`src/rtl/spi_slave_if.sv`:
```
// spi_slave_if: SPI mode-0 slave front end for the register file.
// Deserialises frames from an external master into addr/wdata/wr bus
// transactions and, for read frames, shifts the registered rdata back out
// on miso within the same frame. All SPI pins are oversampled in clk.
// Optional feature macro: SPI_PARITY_EN (33-bit frames, trailing odd parity).
module spi_slave_if #(
  parameter int SYNC_STAGES = 2
) (
  input  logic        clk,
  input  logic        rstn,
  input  logic        sclk,
  input  logic        cs_n,
  input  logic        mosi,
  output logic        miso,
  output logic        miso_oe,
  output logic [15:0] addr,
  output logic [15:0] wdata,
  output logic        wr,
  input  logic [15:0] rdata,
  output logic        frame_err
);

`ifdef SPI_PARITY_EN
  // Index of the final rise of a frame (bit counter value before it).
  localparam logic [5:0] LAST_BIT = 6'd32;
`else
  localparam logic [5:0] LAST_BIT = 6'd31;
`endif

  typedef enum logic [2:0] {
    WAIT_IDLE = 3'd0,
    IDLE      = 3'd1,
    CMD       = 3'd2,
    DATA      = 3'd3,
    DONE      = 3'd4
  } state_t;

`ifdef SPI_PARITY_EN
  // Odd parity holds when the word plus its parity bit has an odd ones count.
  function automatic logic odd_par_ok(input logic [31:0] word, input logic pbit);
    return ^{word, pbit};
  endfunction
`endif

  logic [SYNC_STAGES-1:0] sclk_sync_r;
  logic [SYNC_STAGES-1:0] cs_sync_r;
  logic [SYNC_STAGES-1:0] mosi_sync_r;
  logic                   sclk_hist_r;
  logic                   cs_hist_r;
  logic                   mosi_hist_r;

  logic                   sclk_s;
  logic                   cs_s;
  logic                   mosi_s;
  logic                   rise_s;
  logic                   fall_s;
  logic                   cs_fall_s;

  state_t                 state_r;
  state_t                 state_nxt_s;
  logic [5:0]             bit_cnt_r;
  logic [15:0]            cmd_sh_r;
  logic [15:0]            data_sh_r;
  logic [15:0]            tx_sh_r;
  logic                   rw_r;
  logic                   ld1_r;
  logic                   ld2_r;

  logic                   last_rise_s;
  logic                   addr_rise_s;
  logic                   commit_s;
  logic                   abort_s;
  logic                   par_err_s;
  logic [15:0]            data_word_s;

  logic [15:0]            addr_r;
  logic [15:0]            wdata_r;
  logic                   wr_r;
  logic                   miso_r;
  logic                   miso_oe_r;
  logic                   frame_err_r;

  // cs_n resets to 0 so a chip select held low across reset is never
  // mistaken for an idle bus; WAIT_IDLE then waits for a genuine high.
  // Synchronisers plus one history flop per SPI pin.
  always_ff @(posedge clk or negedge rstn) begin
    if (!rstn) begin
      sclk_sync_r <= '0;
      cs_sync_r   <= '0;
      mosi_sync_r <= '0;
      sclk_hist_r <= 1'b0;
      cs_hist_r   <= 1'b0;
      mosi_hist_r <= 1'b0;
    end else begin
      sclk_sync_r <= {sclk_sync_r[SYNC_STAGES-2:0], sclk};
      cs_sync_r   <= {cs_sync_r[SYNC_STAGES-2:0], cs_n};
      mosi_sync_r <= {mosi_sync_r[SYNC_STAGES-2:0], mosi};
      sclk_hist_r <= sclk_sync_r[SYNC_STAGES-1];
      cs_hist_r   <= cs_sync_r[SYNC_STAGES-1];
      mosi_hist_r <= mosi_sync_r[SYNC_STAGES-1];
    end
  end

  assign sclk_s      = sclk_sync_r[SYNC_STAGES-1];
  assign cs_s        = cs_sync_r[SYNC_STAGES-1];
  assign mosi_s      = mosi_hist_r;
  assign rise_s      = sclk_s & ~sclk_hist_r;
  assign fall_s      = ~sclk_s & sclk_hist_r;
  assign cs_fall_s   = ~cs_s & cs_hist_r;
  assign last_rise_s = rise_s && (bit_cnt_r == LAST_BIT);
  assign addr_rise_s = rise_s && (state_r == CMD) && (bit_cnt_r == 6'd15);

`ifdef SPI_PARITY_EN
  assign data_word_s = data_sh_r;
`else
  assign data_word_s = {data_sh_r[14:0], mosi_s};
`endif

  // Next-state decode plus commit/abort/parity-error strobes.
  always_comb begin
    state_nxt_s = state_r;
    commit_s    = 1'b0;
    abort_s     = 1'b0;
    par_err_s   = 1'b0;
    case (state_r)
      WAIT_IDLE: begin
        if (cs_s) state_nxt_s = IDLE;
        else      state_nxt_s = WAIT_IDLE;
      end
      IDLE: begin
        if (cs_fall_s) state_nxt_s = CMD;
        else           state_nxt_s = IDLE;
      end
      CMD: begin
        if (cs_s) begin
          state_nxt_s = IDLE;
          abort_s     = 1'b1;
        end else if (addr_rise_s) begin
          state_nxt_s = DATA;
        end else begin
          state_nxt_s = CMD;
        end
      end
      DATA: begin
        if (last_rise_s) begin
          // A cs_n rise coinciding with the last rise still completes.
`ifdef SPI_PARITY_EN
          if (!odd_par_ok({cmd_sh_r, data_sh_r}, mosi_s)) par_err_s = 1'b1;
          else if (rw_r) commit_s = 1'b1;
          else commit_s = 1'b0;
`else
          if (rw_r) commit_s = 1'b1;
          else      commit_s = 1'b0;
`endif
          if (cs_s) state_nxt_s = IDLE;
          else      state_nxt_s = DONE;
        end else if (cs_s) begin
          state_nxt_s = IDLE;
          abort_s     = 1'b1;
        end else begin
          state_nxt_s = DATA;
        end
      end
      DONE: begin
        if (cs_s) state_nxt_s = IDLE;
        else      state_nxt_s = DONE;
      end
      default: state_nxt_s = WAIT_IDLE;
    endcase
  end

  // State register and single-cycle bus strobes.
  always_ff @(posedge clk or negedge rstn) begin
    if (!rstn) begin
      state_r     <= WAIT_IDLE;
      wr_r        <= 1'b0;
      frame_err_r <= 1'b0;
    end else begin
      state_r     <= state_nxt_s;
      wr_r        <= commit_s;
      frame_err_r <= abort_s | par_err_s;
    end
  end

  // Bit counter plus command/data receive shifters.
  always_ff @(posedge clk or negedge rstn) begin
    if (!rstn) begin
      bit_cnt_r <= 6'd0;
      cmd_sh_r  <= 16'h0000;
      data_sh_r <= 16'h0000;
    end else begin
      if (state_r == IDLE && cs_fall_s) begin
        bit_cnt_r <= 6'd0;
      end else if (rise_s && (state_r == CMD || state_r == DATA)) begin
        bit_cnt_r <= bit_cnt_r + 6'd1;
      end else begin
        bit_cnt_r <= bit_cnt_r;
      end
      if (rise_s && state_r == CMD) cmd_sh_r <= {cmd_sh_r[14:0], mosi_s};
      else                          cmd_sh_r <= cmd_sh_r;
      if (rise_s && state_r == DATA && bit_cnt_r < 6'd32) data_sh_r <= {data_sh_r[14:0], mosi_s};
      else                                                 data_sh_r <= data_sh_r;
    end
  end

  // Register-bus address/R-W capture and write data commit.
  always_ff @(posedge clk or negedge rstn) begin
    if (!rstn) begin
      addr_r  <= 16'h0000;
      rw_r    <= 1'b0;
      wdata_r <= 16'h0000;
    end else begin
      if (addr_rise_s) begin
        addr_r <= {1'b0, cmd_sh_r[13:0], mosi_s};
        rw_r   <= cmd_sh_r[14];
      end else begin
        addr_r <= addr_r;
        rw_r   <= rw_r;
      end
      if (commit_s) wdata_r <= data_word_s;
      else          wdata_r <= wdata_r;
    end
  end

  // rdata is valid one clk after addr updates, so load the tx shifter two
  // clks after the address-completing rise.
  always_ff @(posedge clk or negedge rstn) begin
    if (!rstn) begin
      ld1_r   <= 1'b0;
      ld2_r   <= 1'b0;
      tx_sh_r <= 16'h0000;
    end else begin
      ld1_r <= addr_rise_s;
      ld2_r <= ld1_r;
      if (ld2_r && !rw_r) begin
        tx_sh_r <= rdata;
      end else if (fall_s && state_r == DATA && !rw_r) begin
        tx_sh_r <= {tx_sh_r[14:0], 1'b0};
      end else begin
        tx_sh_r <= tx_sh_r;
      end
    end
  end

  // miso changes only on sclk falls during read DATA; zero elsewhere.
  always_ff @(posedge clk or negedge rstn) begin
    if (!rstn) begin
      miso_r    <= 1'b0;
      miso_oe_r <= 1'b0;
    end else begin
      if (state_nxt_s != DATA || cs_s) begin
        miso_r <= 1'b0;
      end else if (fall_s && state_r == DATA && !rw_r) begin
        miso_r <= tx_sh_r[15];
      end else begin
        miso_r <= miso_r;
      end
      miso_oe_r <= ~cs_s && (state_nxt_s != WAIT_IDLE);
    end
  end

  assign addr      = addr_r;
  assign wdata     = wdata_r;
  assign wr        = wr_r;
  assign miso      = miso_r;
  assign miso_oe   = miso_oe_r;
  assign frame_err = frame_err_r;

endmodule

```
`config.mk`:
```
export PLATFORM = sky130hd
export DESIGN_NAME = spi_slave_if
export DESIGN_NICKNAME = d
export VERILOG_FILES = /design/src/rtl/spi_slave_if.sv
export SDC_FILE = /design/constraint.sdc
export NUM_CORES = 1
export LEC_CHECK = 0
export CAP_MARGIN = 20
export CORE_ASPECT_RATIO = 1.75
export CORE_UTILIZATION = 58
export CTS_CLUSTER_DIAMETER = 150
export DETAILED_ROUTE_END_ITERATION = 8
export GPL_TIMING_DRIVEN = 0
export PLACE_DENSITY = 0.95
export RECOVER_POWER = 50
export SYNTH_ARGS = -nofsm -noshare
export SYNTH_HDL_FRONTEND = slang
export SYNTH_SLANG_ARGS = --single-unit
export TNS_END_PERCENT = 10
```
`constraint.sdc`:
```
create_clock -name clk -period 3.2 [get_ports clk]
set_input_delay 0.8 -clock clk [delete_from_list [all_inputs] [get_ports clk]]
set_output_delay 0.8 -clock clk [all_outputs]
set_load 0.02 [all_outputs]
```
; Word level (Yosys, flattened, before mapping)
; Cells that the tools add are included.
[totals]
reg_bits = 102
inputBits = 21
output_inout_bits = 36
word_cells = 74
[op_classes]
addsub = 1
n_lt_le_gt_ge = 1
n_eq_ne = 7
n_mux = 20
bitwise_logic = 6
reduce_logical = 19
[ops]
columns = op, n
row1 = $mux W16, 2
row2 = $pmux W3 S5, 1
row3 = $mux W6, 2
row4 = $logic_and A1 B1 Y1, 11
row5 = $mux W1, 9
row6 = $add A6 B1 Y6 const B, 1
row7 = $eq A3 B2 Y1 const B, 2
row8 = $eq A6 B4 Y1 const B, 1
row9 = $eq A6 B5 Y1 const B, 1
row10 = $lt A6 B6 Y1 const B, 1
row11 = $mux W2, 3
row12 = $mux W3, 2
row13 = $reduce_bool A2 Y1, 3
row14 = $and A1 B1 Y1, 3
row15 = $eq A3 B1 Y1 const B, 1
row16 = $eq A3 B3 Y1 const B, 1
row17 = $logic_not A3 Y1, 1
row18 = $ne A3 B2 Y1 const B, 1
row19 = $not A1 Y1, 3
row20 = $reduce_bool A3 Y1, 1
row21 = $logic_or A1 B1 Y1, 2
row22 = $pmux W1 S2, 1
row23 = $logic_not A1 Y1, 1

; Longest topological paths before layout
[logic_depth]
depth_word = 10
depth_mapped = 7
mapped_depth_nobuf = 5

; Worst setup path after synthesis
; OpenSTA, ideal clock, no wires.
[synth_timing]
kind = register -> register
from = register bit_cnt_r[0]
to = register wdata_r[10] (netlist: wdata[10])
setup_time_ps = 125
arrival_time_ps = 1666
t_required_ps = 3075
slack_ps = 1409
path_stages_with_launch = 8
n_path_buf = 2
synth_period_minus_slack_ps = 1791
cell_sequence = dfrtp_1 -> ha_1 -> and4_1 -> nand2_1 -> or2_1 -> buf_6 -> buf_8 -> mux2_4
[synth_via]
elab_chain_len = 4
[synth_rtl]
columns = item, line_no
row1 = "start, declared", 61  ; logic [5:0] bit_cnt_r;
row2 = "start signal, assigned", 195  ; bit_cnt_r <= bit_cnt_r + 6'd1;
row3 = "start signal, assigned", 197  ; bit_cnt_r <= bit_cnt_r;
row4 = $eq A6 B5 Y1, 110  ; assign last_rise_s = rise_s && (bit_cnt_r == LAST_BIT);
row5 = $logic_and A1 B1 Y1, 110
row6 = $mux W1, 145  ; if (last_rise_s) begin
row7 = $mux W1, 125  ; case (state_r)
row8 = "end signal, assigned", 220  ; if (commit_s) wdata_r <= data_word_s;
row9 = "end signal, assigned", 221  ; else wdata_r <= wdata_r;
row10 = "end, declared", 77  ; logic [15:0] wdata_r;
; No other way between the ends.
; A chain may end at the register's enable or synchronous reset.

; Final worst setup path
[layout_timing]
from = register miso_r (netlist: miso)
to = output port miso
[layout_rtl]
columns = item, line_no
row1 = "start, declared", 79  ; logic miso_r;
row2 = "start signal, assigned", 254  ; miso_r <= tx_sh_r[15];
row3 = "start signal, assigned", 256  ; miso_r <= miso_r;
row4 = "end, declared", 14  ; output logic miso,
; No word-level cell between the ends.

==> flow_metrics.py <==
metrics = {
    "logic_synthesis": {
        "netlist.area_leader.share_pct": 62.8,
        "synthCells": 282,
        "async_flop_share_pct": 100,
        "ys_seq_elements": 102,
        "synth_top_flop_cell": "dfrtp_1",
        "synth_area_leaders": "dfrtp_1 (63%), mux2_2 (15%), mux2i_1 (4.2%)",
        "synth.distinct_cells": 38,
        "synth_area_per_cell_um2": 14.4,
        "netlist_area_um2": 4060,
        "synth_top_area_cell": "dfrtp_1",
        "synth_fp_nets": 304,
        "yosysSeqAreaShare_pct": 62.8,
        "synth_warnings": 0,
        "synth_edf_count": 0,
    },
    "power": {
        "clockPowerShare_pct": 39.5,
        "ir_worst_vdd_mv": 0.445,
        "seqPwrFrac_pct": 50.8,
        "power_w": 0.00284,
        "intPower_w": 0.00219,
        "swShare_pct": 22.9,
        "p_sw_w": 0.000649,
        "p_per_area_nw_per_um2": 564,
        "p_leak_nw": 2.47,
        "combPwrFrac_pct": 9.7,
    },
    "floorplan": {
        "die_w_um": 65.3,
        "ioPinCount": 57,
        "core_um2": 6810,
        "die_area_um2": 7360,
        "die_h_um": 113,
        "rows": 40,
        "start_util_pct": 59.7,
    },
    "global_route": {
        "grt_max_degree": 56,
        "grt_use_total_pct": 21.7,
        "antenna_found_initial": 0,
        "grt-ovfl-total": 0,
        "grt_pass1_vias": 2568,
        "grt_pass1_wl_um": 11900,
    },
    "setup_path": {
        "r2r_start": "state_r[1]",
        "slowest_stage": "clkdlybuf4s50_1",
        "critPathCaptureType": "primary output",
        "slowest_delay_ps": 630,
        "crit_cells": 1,
        "critPathLaunchType": "register",
        "cp_max_fo": 2,
        "cp_cell_sequence": "clkdlybuf4s50_1",
        "required_ps": 2400,
        "reg2regPathDepth": 7,
        "critPathTopFamily": "buffers and inverters",
        "critical_path_arrival_ps": 1350,
        "critical_path_class": "reg -> out",
        "path_buf_inv": 1,
        "r2r_slack_ps": 1150,
        "r2r-end": "cmd_sh_r[13]",
    },
    "placement": {
        "placed_cell_area_um2": 4740,
        "portBuffers": 55,
        "routabilityCongestion": 0.863,
        "dp_hpwl_um": 4870,
        "pre_cts_slack_ps": 1290,
    },
    "clock_tree": {
        "cts_buffers": 9,
        "cts_buffer_depth": 2,
        "cts_root_buf": "clkbuf_16",
        "cts_hold_buffers": 0,
        "cts_sinks": 102,
        "cts_max_level": 3,
        "tritoncts": "done",
        "cts_setup_buffers": 0,
        "cts_resized": 0,
        "clkTransAtPathRegs_ps": 60,
        "clock_latency_ps": 340,
    },
    "timing": {
        "max_slew_margin_pct": 8.08,
        "fin_crit_ps": 2150,
        "timing.hold.ws_ps": 353,
        "final-setup-viol-count": 0,
        "hold_viol": 0,
        "rsz0062_at_grt": "no",
        "fin_skew_ps": 4.00,
        "worst_pin_slew_ps": 1380,
        "drv_slew": 0,
        "worst_slack_ps": 1050,
        "period_share_pct": 67.1,
        "clock.fmax_ghz": 0.466,
    },
    "detailed_routing": {
        "wirelength_um": 7120,
        "postRouteAntennaNets": 0,
        "drt_pass1_iterations": 4,
        "drcViolationCount": 0,
        "first_iter_violations": 126,
        "wl_per_cell_um": 16.3,
        "vias_per_cell": 5.47,
        "vias": 2391,
    },
    "cells_and_area": {
        "antenna_cells": 0,
        "final_common_cell": "dfrtp_1",
        "final_cell_mix": "dfrtp_1 (102), mux2_2 (53), clkdlybuf4s50_1 (51), nand2_1 (22)",
        "final_area_um2": 5030,
        "layout-drive-gt1-share_pct": 25.2,
        "final_nets": 371,
        "area_growth_pct": 23.8,
    },
    "run_status": {
        "status": "finished clean",
    },
    "min_path": {
        "holdCritPathClass": "reg -> reg",
        "holdCritStartpoint": "cs_sync_r[0]",
        "worstHoldPathCells": 0,
        "hold_end": "cs_sync_r[1]",
    },
    "job": {
        "maxCapViolCount": 0,
    },
}
-- sequential cells by signal (all words and copies together), names as in the netlist, 2 cells and up --
| name | count |
|---|---|
| wdata | 16 |
| sclk_sync_r | 2 |
| bit_cnt_r | 6 |
| tx_sh_r | 16 |
| cs_sync_r | 2 |
| mosi_sync_r | 2 |
| cmd_sh_r | 15 |
| data_sh_r | 15 |
| state_r | 3 |
| addr | 15 |
-- synthesized netlist by cell type, types with 2 or more instances --
master and n:
buf_4 4, buf_2 4, inv_1 3, clkbuf_1 4, nand2_1 22, xor2_1 5, dfrtp_1 102, a21oi_1 2
nor2b_1 3, nor2_1 9, nand3_1 2, mux2i_1 17, mux2_4 9, o21ai_0 17, nand4_1 3, mux2_2 53
buf_6 2
-- cell type report --
type / count / area [um^2]
Sequential cell: 102 / 2550
Buffer: 15 / 101
Timing Repair Buffer: 56 / 573
Clock inverter: 4 / 72.6
Multi-Input combinational cell: 162 / 1380
Clock buffer: 11 / 233
Inverter: 3 / 11.3
Tap cell: 84 / 105
Fill cell: 442 / 1780
-- per-stage QoR --
stage | std cells | setup TNS, ps | util [%]
after floorplan | 282 | 0 | -
after global placement | 421 | -220940 | 69.3
after detailed placement | 422 | 0 | 69.7
after CTS | 437 | 0 | 74.2
after global routing | 437 | 0 | 73.9
final | 437 | 0 | 73.9
-- power by group through the flow --
stage | clock network, W | registers, W | logic [W]
after floorplan | 0 | 0.00145 | 0.000176
after global placement | 0 | 0.00146 | 0.000264
after detailed placement | 0 | 0.00147 | 0.000282
after CTS | 0.00114 | 0.00144 | 0.000289
after global routing | 0.00118 | 0.00145 | 0.000305
final | 0.00112 | 0.00144 | 0.000276
-- cells by family (layout without fill, tap and decap cells) --
kind of cell    after synthesis  count (layout)  share of synthesized area, %
compound gates               22              22                          2.90
xor+xnor                      6               6                          1.29
fa+ha+maj                     1               1                         0.308
buf+inv                      18              89                          2.80
flops                       102             102                          62.8
mux                          79              79                          22.2
other cells                   1               1                        0.0923
simple gates                 53              53                          7.58
-- routing by layer --
layer / wire, um / global-route usage (%) / up-vias / share of wire, %
met3: 261 / 6.75 / 12 / 3.7
li1: - / - / 1102 / -
met5: 0 / 0 / - / 0
met4: 139 / 9.28 / 0 / 2.0
met1: 2840 / 25.2 / 1226 / 40
met2: 3880 / 36.5 / 51 / 54
-- how the worst max path moves through the flow --
stage                            to         start
after floorplan           wdata[10]  bit_cnt_r[0]
after CTS                      miso          miso
final                          miso          miso
after global placement      addr[7]          rstn
after detailed placement  wdata[13]  bit_cnt_r[0]
after global routing      wdata[15]    state_r[2]
Power figures use the tool's default switching activity.
